$ cat src/rtl/stop_watch_cu.sv
// Stopwatch control unit: merges buttons and UART commands into run/clear/lap events and sequences STOP/RUN/CLEAR.
// Optional lap feature (snapshot display, lap_hold) is built only when STOPWATCH_LAP_EN is defined.
module stop_watch_cu #(
  parameter int MSEC_W       = 7,
  parameter int TIME_W       = 6,
  parameter int CLEAR_CYCLES = 4
) (
  input  logic              clk,
  input  logic              reset,
  input  logic              btn_run,
  input  logic              btn_clear,
  input  logic              btn_lap,
  input  logic              cmd_valid,
  input  logic [1:0]        cmd_code,
  input  logic [MSEC_W-1:0] i_msec,
  input  logic [TIME_W-1:0] i_sec,
  input  logic [TIME_W-1:0] i_min,
  input  logic [TIME_W-1:0] i_hour,
  output logic              run_stop,
  output logic              clear,
  output logic              lap_hold,
  output logic [1:0]        o_state,
  output logic [MSEC_W-1:0] o_msec,
  output logic [TIME_W-1:0] o_sec,
  output logic [TIME_W-1:0] o_min,
  output logic [TIME_W-1:0] o_hour
);

  localparam int CNT_W = (CLEAR_CYCLES > 1) ? $clog2(CLEAR_CYCLES) : 1;
  localparam logic [CNT_W-1:0] CNT_LAST = CNT_W'(CLEAR_CYCLES - 1);

  typedef enum logic [1:0] {
    ST_STOP  = 2'b00,
    ST_RUN   = 2'b01,
    ST_CLEAR = 2'b10
  } state_t;

`ifdef STOPWATCH_LAP_EN
  localparam int NBTN = 3;
  logic [NBTN-1:0] w_btn_in;
  assign w_btn_in = {btn_lap, btn_clear, btn_run};
`else
  localparam int NBTN = 2;
  logic [NBTN-1:0] w_btn_in;
  logic            w_unused_lap;
  assign w_btn_in     = {btn_clear, btn_run};
  assign w_unused_lap = btn_lap;
`endif

  logic [NBTN-1:0] r_btn_sync;
  logic [NBTN-1:0] r_btn_dly;
  logic [NBTN-1:0] w_btn_ev;
  logic            r_cmd_valid;
  logic [1:0]      r_cmd_code;

  always_ff @(posedge clk) begin
    if (!reset) begin
      r_btn_sync  <= '0;
      r_btn_dly   <= '0;
      r_cmd_valid <= 1'b0;
      r_cmd_code  <= 2'b00;
    end else begin
      r_btn_sync  <= w_btn_in;
      r_btn_dly   <= r_btn_sync;
      r_cmd_valid <= cmd_valid;
      r_cmd_code  <= cmd_code;
    end
  end

  // Rising edge only, so a held button produces a single event.
  assign w_btn_ev = r_btn_sync & ~r_btn_dly;

  logic w_ev_run;
  logic w_ev_clear;
  logic w_ev_lap;

  assign w_ev_run   = w_btn_ev[0] | (r_cmd_valid && (r_cmd_code == 2'b00));
  assign w_ev_clear = w_btn_ev[1] | (r_cmd_valid && (r_cmd_code == 2'b01));
`ifdef STOPWATCH_LAP_EN
  assign w_ev_lap   = w_btn_ev[2] | (r_cmd_valid && (r_cmd_code == 2'b10));
`else
  assign w_ev_lap   = 1'b0;
`endif

  state_t          r_state;
  state_t          w_state_next;
  logic [CNT_W-1:0] r_clr_cnt;
  logic [CNT_W-1:0] w_clr_cnt_next;
  logic            r_lap_hold;
  logic            w_lap_hold_next;
  logic            w_snap;

  always_ff @(posedge clk) begin
    if (!reset) begin
      r_state    <= ST_STOP;
      r_clr_cnt  <= '0;
      r_lap_hold <= 1'b0;
    end else begin
      r_state    <= w_state_next;
      r_clr_cnt  <= w_clr_cnt_next;
      r_lap_hold <= w_lap_hold_next;
    end
  end

  // Priority clear > run > lap; losing events in the same cycle are dropped.
  always_comb begin
    w_state_next    = r_state;
    w_clr_cnt_next  = r_clr_cnt;
    w_lap_hold_next = r_lap_hold;
    w_snap          = 1'b0;
    case (r_state)
      ST_STOP: begin
        if (w_ev_clear) begin
          w_state_next    = ST_CLEAR;
          w_clr_cnt_next  = '0;
          w_lap_hold_next = 1'b0;
        end else if (w_ev_run) begin
          w_state_next = ST_RUN;
        end else if (w_ev_lap) begin
          w_lap_hold_next = 1'b0;
        end
      end
      ST_RUN: begin
        if (w_ev_run) begin
          w_state_next = ST_STOP;
        end else if (w_ev_lap) begin
          w_lap_hold_next = ~r_lap_hold;
          w_snap          = ~r_lap_hold;
        end
      end
      ST_CLEAR: begin
        if (r_clr_cnt == CNT_LAST) begin
          w_state_next   = ST_STOP;
          w_clr_cnt_next = '0;
        end else begin
          w_clr_cnt_next = r_clr_cnt + CNT_W'(1);
        end
      end
      default: begin
        w_state_next   = ST_STOP;
        w_clr_cnt_next = '0;
      end
    endcase
  end

  assign run_stop = (r_state == ST_RUN);
  assign clear    = (r_state == ST_CLEAR);
  assign o_state  = r_state;

  logic [MSEC_W-1:0] r_live_msec;
  logic [TIME_W-1:0] r_live_sec;
  logic [TIME_W-1:0] r_live_min;
  logic [TIME_W-1:0] r_live_hour;

  always_ff @(posedge clk) begin
    if (!reset) begin
      r_live_msec <= '0;
      r_live_sec  <= '0;
      r_live_min  <= '0;
      r_live_hour <= '0;
    end else begin
      r_live_msec <= i_msec;
      r_live_sec  <= i_sec;
      r_live_min  <= i_min;
      r_live_hour <= i_hour;
    end
  end

`ifdef STOPWATCH_LAP_EN
  logic [MSEC_W-1:0] r_snap_msec;
  logic [TIME_W-1:0] r_snap_sec;
  logic [TIME_W-1:0] r_snap_min;
  logic [TIME_W-1:0] r_snap_hour;

  always_ff @(posedge clk) begin
    if (!reset) begin
      r_snap_msec <= '0;
      r_snap_sec  <= '0;
      r_snap_min  <= '0;
      r_snap_hour <= '0;
    end else if (w_snap) begin
      r_snap_msec <= i_msec;
      r_snap_sec  <= i_sec;
      r_snap_min  <= i_min;
      r_snap_hour <= i_hour;
    end
  end

  assign lap_hold = r_lap_hold;
  assign o_msec   = r_lap_hold ? r_snap_msec : r_live_msec;
  assign o_sec    = r_lap_hold ? r_snap_sec  : r_live_sec;
  assign o_min    = r_lap_hold ? r_snap_min  : r_live_min;
  assign o_hour   = r_lap_hold ? r_snap_hour : r_live_hour;
`else
  assign lap_hold = 1'b0;
  assign o_msec   = r_live_msec;
  assign o_sec    = r_live_sec;
  assign o_min    = r_live_min;
  assign o_hour   = r_live_hour;
`endif

endmodule

$ cat config.mk
export PLATFORM = sky130hd
export DESIGN_NAME = stop_watch_cu
export DESIGN_NICKNAME = d
export VERILOG_FILES = /design/src/rtl/stop_watch_cu.sv
export SDC_FILE = /design/constraint.sdc
export NUM_CORES = 1
export LEC_CHECK = 0
export CAP_MARGIN = 20
export CORE_MARGIN = 8
export CORE_UTILIZATION = 35
export CTS_BUF_LIST = sky130_fd_sc_hd__clkbuf_4 sky130_fd_sc_hd__clkbuf_8
export DETAILED_ROUTE_END_ITERATION = 8
export DONT_BUFFER_PORTS = 1
export PLACE_DENSITY = 0.5
export SLEW_MARGIN = 10
export SYNTH_ARGS = -nofsm -noshare
export SYNTH_HDL_FRONTEND = slang
export SYNTH_SLANG_ARGS = --single-unit
$ cat constraint.sdc
create_clock -name clk -period 1.49 [get_ports clk]
set_clock_uncertainty 0.2 [all_clocks]
set_input_delay 0.3725 -clock clk [delete_from_list [all_inputs] [get_ports clk]]
set_output_delay 0.3725 -clock clk [all_outputs]
set_load 0.05 [all_outputs]
==> impl_metrics.ini <==
[outcome]
status = finished, violations left
violations = setup timing

[power_and_ir_drop]
power_frac_comb_pct = 21.0
p_sw_w = 0.000535
p_clk_share_pct = 24.6
seqPwrFrac_pct = 54.4
p_int_w = 0.00138
powerDensity_mw_per_mm2 = 1070
power_w = 0.00191
swShare_pct = 27.9
ir_worst_vdd_mv = 0.613
p_leak_nw = 0.804

[floorplan]
die_x_um = 72.4
die_h_um = 72.4
rows = 20
core_mm2 = 0.00305
start_util_pct = 36.5
die-area_mm2 = 0.00525
ioPinCount = 63

[clock_network]
cts_tree = built
clkTransAtPathRegs_ps = 90
clock-sinks = 36
clockRootBuffer = clkbuf_4
clk_latency_ps = 320
clock_path_buffers = 2
htreeDepth = 2
numCtsBuffers = 5

[synth]
async_reset_ff_share_pct = 0
synth_area_mm2 = 0.00111
synth_top_cells_by_area = dfxtp_1 (65%), and2_1 (18%), nand3b_1 (2.0%)
synth_top_area_cell = dfxtp_1
synth_seq_cells = 36
yosysMostFrequentCell = dfxtp_1
ys_seq_area_share_pct = 64.6
synth-edff-count = 0
synth_area_per_cell_um2 = 11.9
synthCells = 94
synth_common_cells = dfxtp_1 (36), and2_1 (32), clkbuf_2 (3), nand3b_1 (3), nor3b_1 (3)
ys_warn_count = 0
synth_nets = 128
yosys_most_used_dff = dfxtp_1
synth_top_area_share_pct = 64.6
synth_cell_types = 21

[cells_and_area]
area_growth_pct = 60.4
drive_above_1_share_pct = 26.9
fin_util_pct = 58.6
fin_nets = 194
diodes = 0

[critical_path]
path_delay_family = flip-flops
timing.rr.start = r_btn_sync[1]
path_cells = and2b_4
cp-startpoint = o_state[0]
critPathBufInv = 0
worstPathMaxFanout = 4
crit_path_end_kind = output pin
worst-setup-path-type = reg2out
worstPathArrival_ps = 1050
cpPeakStageDelay_ps = 360
critPathRequiredTime_ps = 920
cp_slowest_cell = dfxtp_4
start_kind = register

[global_routing]
overflow = 0
grt_pass1_wl_um = 4530
antenna_found_initial = 0
grt_pass1_vias = 1033
track_usage_pct = 11.6
grt_max_degree = 22

[routing]
wl_um = 2780
via_per_inst = 4.35
drc = 0
wl_per_cell_um = 13.6
first_iter_violations = 30
drtAntennaViolNets = 0
vias = 888
drtPass1Iterations = 4

[placed_design]
io_buffers = 0
dpl.hpwl_um = 1750
dp_slack_ps = 196
globalplace.congestion = 0.741

[timing]
max_slew.worst_pin.slew_ps = 623
hold_viol_final = 0
max_freq_mhz = 617
max-slew-margin-rel_pct = 58.5
fin_crit_ps = 1620
setup_viol = 2
finalCritPeriodShare_pct = 109
setup_slack_ps = -130
slew_violations = 0
rsz0062_at_grt = true

[min_path]
holdCritStartpoint = reset
hold_path.class = in2reg

[flow_run]
drv_cap = 0
-- cells by family after synthesis --
logic type / after synthesis / share of synthesized area (%)
DFF: 36 / 64.6
AOI/OAI and AO/OA: 6 / 4.49
other: 1 / 0.336
adders and majority gates: 1 / 1.12
buffers and inverters: 4 / 2.02
and+or+nand+nor: 46 / 27.4
-- stage by stage --
step	area, um2	hold WS (ps)	std cells	TNS [ps]
floorplan	1120	221	94	-7.34
global placement	1380	235	162	0
detailed placement	1380	240	162	0
CTS	1790	8.54	204	-521
global route	1790	5.63	204	-379
finish	1790	24.4	204	-225
-- layout by cell type (no fill, tap or decap), types with 2 or more instances in the layout --
cell and n:
dfxtp_1 34, and2_1 32, dlygate4sd3_1 32, buf_4 28, clkbuf_4 6, nand3b_1 3
nor3b_1 3, nor2b_1 2, dfxtp_4 2
-- power groups by stage --
| stage | clock network, W | registers (W) | logic (W) |
|---|---|---|---|
| 3_3_place_gp | 0 | 0.00106 | 0.000318 |
| 3_5_place_dp | 0 | 0.00106 | 0.000321 |
| 5_1_grt | 0.000542 | 0.00105 | 0.000423 |
| 2_1_floorplan | 0 | 0.00121 | 0.0000975 |
| 6_report | 0.000471 | 0.00104 | 0.000402 |
| 4_1_cts | 0.000498 | 0.00104 | 0.000404 |
-- what timing repair did --
item,4_1_cts,5_1_grt
gates resized for setup,4,1
endpoints found under the hold margin,35,0
setup buffers,2,0
hold buffers,33,0
pin swaps,0,0
setup endpoints to repair,4,25
-- registers in the layout (all words and copies together) (netlist names) --
| signal | cells |
|---|---|
| r_cmd_code | 2 |
| o_sec | 6 |
| o_msec | 7 |
| r_clr_cnt | 2 |
| r_btn_dly | 2 |
| r_btn_sync | 2 |
| r_cmd_valid | 1 |
| o_hour | 6 |
| o_state | 2 |
| o_min | 6 |
-- layout make-up --
class | instances | area, um2
clock buffers | 6 | 45.0
clock inverters | 1 | 5.00
fillers | 299 | 1260
multi-input cells | 54 | 377
flip-flops and latches | 36 | 728
well taps | 44 | 55.1
repair buffers | 63 | 578
-- worst paths after layout --
check / end / slack, ps / cells after the start
min reg2reg: r_clr_cnt[1] / 340 / 2
min: o_state[1] / 20 / 1
max reg2reg: r_btn_dly[1] / 190 / 2
max: clear / -130 / 1
-- per-layer routing --
layer,track usage (%),vias up,routed length [um]
met3,7.44,8,314
li1,-,429,-
met2,21.7,37,1560
met1,8.69,414,839
met4,6.22,0,62
met5,0,-,0
Note: power is estimated with default switching activity, not from simulation.
